--- src/rtl/reg_writeback_ctrl_pkg.sv ---
// Shared CPU constants for the register write-back path: index/data widths,
// write-back FSM encoding and the buffered request record.
package reg_writeback_ctrl_pkg;

  localparam int IDX_W  = 4;
  localparam int DATA_W = 32;
  localparam int CNT_W  = 5;

  typedef enum logic [1:0] {
    ST_IDLE    = 2'd0,
    ST_SETUP   = 2'd1,
    ST_STROBE  = 2'd2,
    ST_RELEASE = 2'd3
  } wb_state_e;

  typedef struct packed {
    logic [IDX_W-1:0]  dest;
    logic [DATA_W-1:0] data;
  } wb_entry_t;

endpackage

--- src/rtl/reg_writeback_ctrl_fifo.sv ---
// Write-request FIFO: wrap-bit pointers, combinational head and a
// destination-match lookup over all occupied entries for hazard detection.
module wb_fifo
  import reg_writeback_ctrl_pkg::*;
#(
  parameter int DEPTH = 4
) (
  input  logic             clock,
  input  logic             rst,
  input  logic             push,
  input  wb_entry_t        push_entry,
  input  logic             pop,
  output wb_entry_t        head,
  output logic             full,
  output logic             empty,
  output logic [CNT_W-1:0] occupancy,
  input  logic [IDX_W-1:0] qa,
  input  logic [IDX_W-1:0] qb,
  output logic             match_a,
  output logic             match_b
);

  localparam int AW = $clog2(DEPTH);

  logic [AW:0]   wp, rp, diff;
  logic [AW-1:0] idx;
  wb_entry_t     mem [DEPTH];

  always_ff @(posedge clock or negedge rst) begin
    if (!rst) begin
      wp <= '0;
      rp <= '0;
    end else begin
      if (push) wp <= wp + (AW+1)'(1);
      if (pop)  rp <= rp + (AW+1)'(1);
    end
  end

  // storage is data only; validity comes from the pointers
  always_ff @(posedge clock) begin
    if (push) mem[wp[AW-1:0]] <= push_entry;
  end

  assign diff      = wp - rp;
  assign occupancy = CNT_W'(diff);
  assign empty     = (wp == rp);
  assign full      = (wp[AW] != rp[AW]) && (wp[AW-1:0] == rp[AW-1:0]);
  assign head      = mem[rp[AW-1:0]];

  // walk from the read pointer so only live entries take part in the match
  always_comb begin
    match_a = 1'b0;
    match_b = 1'b0;
    idx     = '0;
    for (int k = 0; k < DEPTH; k++) begin
      idx = rp[AW-1:0] + AW'(k);
      if ((AW+1)'(k) < diff) begin
        if (mem[idx].dest == qa) match_a = 1'b1;
        if (mem[idx].dest == qb) match_b = 1'b1;
      end
    end
  end

endmodule

--- src/rtl/reg_writeback_ctrl.sv ---
// Register write-back controller: buffers write requests and replays them to
// the register bank as setup / strobe / release cycles with a registered strobe.
module reg_writeback_ctrl
  import reg_writeback_ctrl_pkg::*;
#(
  parameter int DEPTH = 4
) (
  input  logic              clock,
  input  logic              rst,
  input  logic              wb_valid,
  output logic              wb_ready,
  input  logic [IDX_W-1:0]  wb_dest,
  input  logic [DATA_W-1:0] wb_data,
  output logic              load,
  output logic [IDX_W-1:0]  des1,
  output logic [DATA_W-1:0] w1,
  input  logic [IDX_W-1:0]  qa,
  input  logic [IDX_W-1:0]  qb,
  output logic              busy_a,
  output logic              busy_b,
  output logic [CNT_W-1:0]  count,
  output logic              idle
);

  wb_state_e        state, state_n;
  wb_entry_t        head, in_entry;
  logic             push, pop, full, empty;
  logic             ready_q, inflight, match_a, match_b;
  logic [CNT_W-1:0] occ;

  // r0 is hard-wired zero: such requests are acknowledged but never queued
  assign wb_ready = ready_q & ~full;
  assign push     = wb_valid & wb_ready & (wb_dest != '0);
  assign in_entry = {wb_dest, wb_data};

  wb_fifo #(.DEPTH(DEPTH)) u_fifo (
    .clock      (clock),
    .rst        (rst),
    .push       (push),
    .push_entry (in_entry),
    .pop        (pop),
    .head       (head),
    .full       (full),
    .empty      (empty),
    .occupancy  (occ),
    .qa         (qa),
    .qb         (qb),
    .match_a    (match_a),
    .match_b    (match_b)
  );

  always_ff @(posedge clock or negedge rst) begin
    if (!rst) state <= ST_IDLE;
    else      state <= state_n;
  end

  always_comb begin
    state_n = state;
    pop     = 1'b0;
    case (state)
      ST_IDLE: begin
        if (!empty) begin
          state_n = ST_SETUP;
          pop     = 1'b1;
        end
      end
      ST_SETUP:  state_n = ST_STROBE;
      ST_STROBE: state_n = ST_RELEASE;
      ST_RELEASE: begin
        if (!empty) begin
          state_n = ST_SETUP;
          pop     = 1'b1;
        end else begin
          state_n = ST_IDLE;
        end
      end
      default: state_n = ST_IDLE;
    endcase
  end

  // strobe comes from its own flop so the bank never sees a decode glitch
  always_ff @(posedge clock or negedge rst) begin
    if (!rst) begin
      ready_q <= 1'b0;
      load    <= 1'b0;
      des1    <= '0;
      w1      <= '0;
    end else begin
      ready_q <= 1'b1;
      load    <= (state_n == ST_STROBE);
      if (pop) begin
        des1 <= head.dest;
        w1   <= head.data;
      end
    end
  end

  assign inflight = (state != ST_IDLE);
  assign count    = occ + CNT_W'(inflight);
  assign idle     = (count == '0) && (state == ST_IDLE);
  assign busy_a   = (qa != '0) && (match_a || (inflight && (des1 == qa)));
  assign busy_b   = (qb != '0) && (match_b || (inflight && (des1 == qb)));

endmodule

--- config.mk ---
export PLATFORM = sky130hd
export DESIGN_NAME = reg_writeback_ctrl
export DESIGN_NICKNAME = d
export VERILOG_FILES = /design/src/rtl/reg_writeback_ctrl_pkg.sv /design/src/rtl/reg_writeback_ctrl_fifo.sv /design/src/rtl/reg_writeback_ctrl.sv
export SDC_FILE = /design/constraint.sdc
export NUM_CORES = 1
export LEC_CHECK = 0
export BUFFER_PORTS_ARGS = -buffer_cell sky130_fd_sc_hd__buf_2
export CORE_MARGIN = 2
export CORE_UTILIZATION = 60
export CTS_CLUSTER_SIZE = 8
export DETAILED_ROUTE_END_ITERATION = 8
export PLACE_DENSITY = 0.82
export SLEW_MARGIN = 20
export SYNTH_ARGS = -nofsm -noshare
export SYNTH_HDL_FRONTEND = slang
export SYNTH_SLANG_ARGS = --single-unit
--- constraint.sdc ---
create_clock -name clock -period 6.4 [get_ports clock]
set_clock_uncertainty 0.15 [all_clocks]
set_input_delay 0.64 -clock clock [delete_from_list [all_inputs] [get_ports clock]]
set_output_delay 0.64 -clock clock [all_outputs]
set_load 0.02 [all_outputs]
==> results of run 1 <==
[worst reg2reg max path: cells and delay by family (launching register included)]
family	cells	cell delay, ps
DFF	1	1030
AOI/OAI and AO/OA	1	130
buffers and inverters	1	170
adders and majority gates	1	410
and+or+nand+nor	3	1250
[power groups by stage]
| stage | Sequential [mW] | Combinational, mW | Clock [mW] |
|---|---|---|---|
| after floorplan | 1.89 | 1.52 | 0 |
| after global placement | 1.88 | 1.98 | 0 |
| after detailed placement | 1.90 | 2.04 | 0 |
| after CTS | 1.87 | 2.06 | 1.15 |
| after global routing | 1.91 | 2.20 | 1.19 |
| final | 1.86 | 2.03 | 1.13 |
[synthesized netlist by cell type (2+ instances only)]
master | n | area, sq um
edfxtp_1 | 144 | 4320
dfrtp_1 | 46 | 1150
mux4_2 | 42 | 946
mux2_2 | 36 | 405
xnor2_1 | 24 | 210
xor2_1 | 21 | 184
ha_1 | 12 | 150
clkbuf_1 | 10 | 37.5
inv_1 | 8 | 30.0
nand3_1 | 7 | 35.0
mux4_1 | 6 | 158
buf_2 | 5 | 25.0
nor3_1 | 5 | 25.0
a31oi_1 | 4 | 25.0
and2_1 | 4 | 25.0
buf_1 | 4 | 15.0
buf_4 | 4 | 30.0
nand2_1 | 4 | 15.0
a21oi_1 | 3 | 15.0
nand4_1 | 3 | 18.8
o21ai_0 | 3 | 15.0
conb_1 | 2 | 7.51
nor4_1 | 2 | 12.5
[layer usage]
layer  global-route usage [%]  routed length [um]  share of wire (%)
met1                     29.3                5840                 40
met2                     37.0                7770                 53
met3                     6.27                 872                5.9
met4                     7.79                 204                1.4
met5                        0                   0                  0
[worst max path at each step]
| stage | startpoint | cells past startpoint | endpoint |
|---|---|---|---|
| after floorplan | u_fifo.rp[1]$_DFFE_PN0P_ | 9 | u_fifo.mem[3][0]$_DFFE_PP_ |
| final | u_fifo.rp[0]$_DFFE_PN0P_ | 7 | busy_a |
| after detailed placement | u_fifo.rp[0]$_DFFE_PN0P_ | 7 | busy_a |
| after global placement | u_fifo.rp[0]$_DFFE_PN0P_ | 7 | busy_a |
| after CTS | u_fifo.rp[0]$_DFFE_PN0P_ | 7 | busy_a |
| after global routing | u_fifo.rp[0]$_DFFE_PN0P_ | 8 | busy_b |
[flip-flops by register name, summed over array words and instances, names as in the netlist]
| register | cells |
|---|---|
| des1 | 4 |
| ready_q | 1 |
| state | 2 |
| u_fifo.rp | 3 |
| u_fifo.mem | 144 |
| w1 | 32 |
| u_fifo.wp | 3 |
| load | 1 |
[layout make-up]
class                   instances  share of cell area (%)
inverters                       8                   0.324
well taps                     176                    2.38
multi-input cells             192                    26.1
flip-flops and latches        190                    59.2
clock buffers                  18                    4.64
clock inverters                14                    2.30
repair buffers                 93                    5.08
[logic make-up (layout without fill, tap and decap cells)]
logic type | count (synthesis) | after routing | share of synthesized area (%)
compound gates | 15 | 15 | 1.34
other cells | 2 | 2 | 0.0937
flops | 190 | 190 | 68.3
buf+inv | 32 | 133 | 1.86
mux | 84 | 84 | 18.8
xor+xnor | 47 | 47 | 5.32
fa+ha+maj | 13 | 13 | 2.12
simple gates | 31 | 31 | 2.15
[stage by stage]
| step | hold WS, ps | util, % | cell area (sq um) |
|---|---|---|---|
| finish | 190 | 70.5 | 9260 |
| global route | 229 | 70.5 | 9260 |
| CTS | 197 | 70.5 | 9260 |
| detailed placement | 333 | 65.6 | 8610 |
| global placement | 326 | 65.6 | 8610 |
| floorplan | 194 | - | 8020 |
[layout by cell type, fill, tap and decap left out, types with 2 or more instances in the layout]
cell       instances
and2_2             4
clkbuf_16         17
nand3_1            7
clkinv_2           2
edfxtp_1         144
ha_1              12
mux4_1             6
mux2_2            36
inv_1              8
clkinv_1           2
nor4_1             2
nor3_1             5
a31oi_1            3
clkinv_4           2
a21oi_1            3
mux4_2            42
xor2_1            21
xnor2_1           24
dfrtp_1           44
bufinv_16          5
buf_2             91
nand4_1            3
nand2_1            4
buf_4              2
o21ai_0            3
conb_1             2
==> results.toml, run 1 <==
[detailed_routing]
dr.pass1.iters = 4
wl_um = 14700
detail_route.wl_per_cell_um = 21.3
drcViolationCount = 0
drt-initial-drc-count = 243
vias = 4055
ant_nets = 0
vias_per_cell = 5.87

[place]
place_congestion = 0.844
pre_cts_slack_ps = 2520
post-dp-hpwl_um = 8960
portBuffers = 91
placed_cells = 659

[critical_path]
r2r_slack_ps = 2850
crit_slowest_cell = "dfrtp_4"
path_delay_family = "flip-flops"
critPathKind = "flop to primary output"
cpPeakStageDelay_ps = 1040
crit_required_ps = 5610
r2r-start = "u_fifo.rp[1]$_DFFE_PN0P_"
worstSetupStartpointType = "flop"
crit_fanout = 51
r2r-end = "u_fifo.mem[3][18]$_DFFE_PP_"
setup.worst_path.end_class = "primary output"
arrival_ps = 3470
path_buf_inv = 1
reg2reg_depth = 6
cp_cell_sequence = "ha_1 > mux4_1 > xnor2_1 > nand3_1 > o311a_1 > a31oi_1 > buf_2"

[job]
maxCapViolations = 0

[power_and_ir_drop]
p_per_area_mw_per_mm2 = 542
p_leak_nw = 3.36
power_mw = 5.02
pwr-share-seq_pct = 37.1
combPwrFrac_pct = 40.5
sw_frac_of_total_pct = 34.2
switchingPower_mw = 1.72
ir_drop_uv = 336
power.share.clock_pct = 22.5
p_int_mw = 3.30

[cts]
clock_latency_ps = 420
htreeDepth = 4
path_clk_slew_ps = 60
cts_hold_buf = 0
cts_setup_buffers = 0
cts_tree = "done"
cts.repair.resized = 0
root_buffer = "clkbuf_16"
clk_path_buf_depth = 2
cts_buffers = 17
cts_sinks = 190

[logic_synthesis]
syn-instance-count = 414
syn_nets = 474
synth_area_sq_mm = 0.00802
synth_edf_count = 144
synth_cell_types = 38
avgSynthCellArea_sq_um = 19.4
yosys_most_used_dff = "edfxtp_1"
synth-async-reset-ratio_pct = 24.2
ys_seq_area_share_pct = 68.3
ys_ff_latch = 190
synth_warnings = 0

[sta]
fmax_mhz = 235
drv_slew = 0
tightest_slew_ps = 1030
rsz0062_at_grt = "no"
finalSetupViolations = 0
post-route-worst-setup-slack_ps = 2140
period_share_pct = 66.6
tns_ps = 0
finalHoldViolCount = 0
relSlewSlack_pct = 31.4
period_minus_slack_ps = 4260

[global_routing]
antenna_found_initial = 0
grt_pass1_wl_um = 23700
grt_pass1_vias = 4420
grt_usage_pct = 22.5
grt-ovfl-total = 0
grt_max_degree = 52

[die]
die_area_sq_mm = 0.0143
core_sq_mm = 0.0131
rows = 42
io-pin-count = 93
fp.dieH_um = 120
die_width_um = 120
start_util_pct = 61.0

[finish]
num-fill-cells = 839
num_antenna_cells = 0
finalNonFillerCells = 691
area_delta_synth_final_pct = 15.4
seqCellArea_sq_mm = 0.00548
layout.nets = 562
multi_input_comb_area_sq_mm = 0.00241
drive_gt1_share_pct = 41.0

[worst_hold_path]
min_path_type = "input pin to asynchronous set/reset pin"

[outcome]
status = "finished clean"
(Power assumes the default switching activity.)
==> run 2: changes to the inputs <==
- ABC_AREA: not set -> 1
- CORE_UTILIZATION: 60 -> 58
- PLACE_DENSITY: 0.82 -> 0.79
- clock period: 6.4 -> 4.25 ns (I/O delays scaled with it)
==> results.toml, run 2 <==
[finish]
stdcell_area_sq_mm = 0.00949
final_core_util_pct = 67.8
seqCellArea_sq_mm = 0.00548
drive_gt1_share_pct = 17.1
area_delta_synth_final_pct = 13.8
mostFrequentLayoutCells = "184 x nor2_1, 144 x edfxtp_1, 112 x nand2_1, 91 x buf_2, 72 x o21ai_0"
multi_input_comb_area_sq_mm = 0.00253
layout.cells.most_common = "nor2_1"
num-fill-cells = 1078
finalNonFillerCells = 1065
layout.nets = 931
largest_register_ffs = 144

[global_routing]
grt_usage_pct = 24.3
grt_pass1_vias = 5460
grt-ovfl-total = 0
grt_pass1_wl_um = 27800
grt_max_degree = 81
antenna_found_initial = 0

[critical_path]
path_buf_inv = 2
crit_required_ps = 3670
critPathKind = "flop to primary output"
arrival_ps = 2800
crit_fanout = 26
setup.worst_path.end_class = "primary output"
cpPeakStageDelay_ps = 760
cp_cell_sequence = "ha_1 > inv_1 > nand3_1 > nand3_1 > nand3_1 > nor2_1 > nand2_1 > nand2_1 > nor2_1 > nor2_1 > buf_2"
worstSetupStartpointType = "flop"
crit_slowest_cell = "dfrtp_2"
path_delay_family = "flip-flops"

[sta]
rsz0062_at_grt = "no"
fmax_mhz = 297
relSlewSlack_pct = 42.6
hold_slack_ps = 63.4
period_minus_slack_ps = 3370
post-route-worst-setup-slack_ps = 880
tightest_slew_ps = 858
finalHoldViolCount = 0
tns_ps = 0
drv_slew = 0
period_share_pct = 79.3
finalSetupViolations = 0

[logic_synthesis]
synth_compound_area_share_pct = 7.44
syn_nets = 847
synthXorXnorAreaFrac_pct = 1.68
syn-instance-count = 787
synth_cell_types = 29
synth_edf_count = 144
ys_ff_latch = 190
synthSimpleGateAreaFrac_pct = 18.8
synth_warnings = 0
synth-async-reset-ratio_pct = 24.2
synth_top_family_by_area = "simple AND/OR/NAND/NOR gates"
synth_area_sq_mm = 0.00834
ys_seq_area_share_pct = 65.7
yosys_most_used_dff = "edfxtp_1"
post_synth_fa_ha_maj_area_fraction_pct = 2.04
synth.top_cell.area_share_pct = 51.9
synthTopCellsByArea = "edfxtp_1 52%, dfrtp_1 14%, nor2_1 8.5%"
yosysTopAreaCell = "edfxtp_1"
synth_mux_area_share_pct = 0
synth.most_common_cell = "nor2_1"
avgSynthCellArea_sq_um = 10.6
synthTopCellsByCount = "188 x nor2_1, 144 x edfxtp_1, 112 x nand2_1"

[detailed_routing]
dr.pass1.iters = 6
wl_um = 17800
vias_per_cell = 5.60
drcViolationCount = 0
vias = 5968
ant_nets = 0
drt-initial-drc-count = 526
detail_route.wl_per_cell_um = 16.7

[die]
core_sq_mm = 0.0140
io-pin-count = 93
die_area_sq_mm = 0.0154
start_util_pct = 59.6
rows = 43
fp.dieH_um = 124
die_width_um = 124

[place]
placed_cells = 1031
placed_cell_area_sq_mm = 0.00893
post-dp-hpwl_um = 11000
pre_cts_slack_ps = 1250
place_congestion = 0.938
portBuffers = 91

[power_and_ir_drop]
ir_drop_uv = 405
p_leak_nw = 3.83
p_per_area_mw_per_mm2 = 816
power_mw = 7.74
combPwrFrac_pct = 46.7
sw_frac_of_total_pct = 43.2
power.share.clock_pct = 19.0
pwr-share-seq_pct = 34.3
switchingPower_mw = 3.34
p_int_mw = 4.40

[cts]
cts_buffers = 17
cts_tree = "done"
root_buffer = "clkbuf_16"
cts.repair.resized = 0
htreeDepth = 4
path_clk_slew_ps = 70
clk_path_buf_depth = 2
cts_sinks = 190
clock_latency_ps = 430

[worst_hold_path]
min_path_type = "input pin to flop"

[outcome]
status = "finished clean"

[job]
maxCapViolations = 0
[run 2: cell types whose count changed after synthesis, moves of 6 or more]
cell and delta:
buf_4 +9, o21ai_0 +69, nor2_1 +187, mux2_2 -36
xnor2_1 -22, a31oi_1 +28, xor2_1 -7, mux4_1 -6
nand3_1 +57, mux4_2 -42, nand2_2 +7, inv_1 +25
nand2_1 +108
[run 2: final cells by class]
cell class	instances	share of cell area (%)
Sequential cell	190	57.7
Multi-Input combinational cell	524	26.7
Timing Repair Buffer	101	5.88
Clock buffer	23	5.14
Tap cell	180	2.37
Inverter	37	1.52
Clock inverter	9	0.633
Antenna cell	1	0.0264
[run 2: per-layer routing]
| layer | routed length (um) | share of wire (%) | vias up | track usage, % |
|---|---|---|---|---|
| met4 | 359 | 2.0 | 0 | 9.27 |
| met2 | 8580 | 48 | 211 | 39.2 |
| met1 | 7740 | 44 | 2857 | 32.9 |
| met5 | 0 | 0 | - | 0 |
| met3 | 1080 | 6.1 | 34 | 4.85 |
| li1 | - | - | 2866 | - |
[run 2: worst paths after layout]
check / start / end / slack (ps) / depth (start not counted)
worst max-delay path: u_fifo.rp[1]$_DFFE_PN0P_ / busy_b / 880 / 11
worst min-delay path: wb_data[5] / u_fifo.mem[1][5]$_DFFE_PP_ / 60 / 1
worst max register to register: u_fifo.rp[1]$_DFFE_PN0P_ / u_fifo.mem[3][28]$_DFFE_PP_ / 1240 / 7
worst min register to register: u_fifo.wp[2]$_DFFE_PN0P_ / u_fifo.wp[2]$_DFFE_PN0P_ / 360 / 1
max in group asynchronous: rst / w1[2]$_DFFE_PN0P_ / 2750 / 3
min in group asynchronous: rst / w1[16]$_DFFE_PN0P_ / 390 / 2
[run 2: power groups by stage]
stage / Sequential (mW) / Clock [mW] / Combinational, mW
3_3_place_gp: 2.67 / 0 / 3.52
5_1_grt: 2.69 / 1.57 / 4.07
4_1_cts: 2.65 / 1.49 / 3.62
6_report: 2.66 / 1.47 / 3.62
3_5_place_dp: 2.69 / 0 / 3.61
2_1_floorplan: 2.83 / 0 / 2.57
[run 2: logic make-up after synthesis]
| family | count (synthesis) |
|---|---|
| AOI/OAI and AO/OA | 113 |
| DFF | 190 |
| and+or+nand+nor | 380 |
| adders and majority gates | 13 |
| xor gates and xnor gates | 16 |
| buffers and inverters | 73 |
| other | 2 |
[run 2: worst reg2reg max path, cell delays in order, from the launching register on]
cell and delay [ps]:
dfrtp_2 760, inv_2 80, ha_1 320, nand2_1 80, o21a_1 140, nand2_1 290
nor2_4 350, buf_4 480
[run 2: repair_timing]
| item | in CTS | in global routing |
|---|---|---|
| hold endpoints to repair | 23 | 0 |
| hold buffers | 1 | 0 |
| endpoints found under the setup margin | 0 | 0 |
| buffers inserted | 0 | 0 |
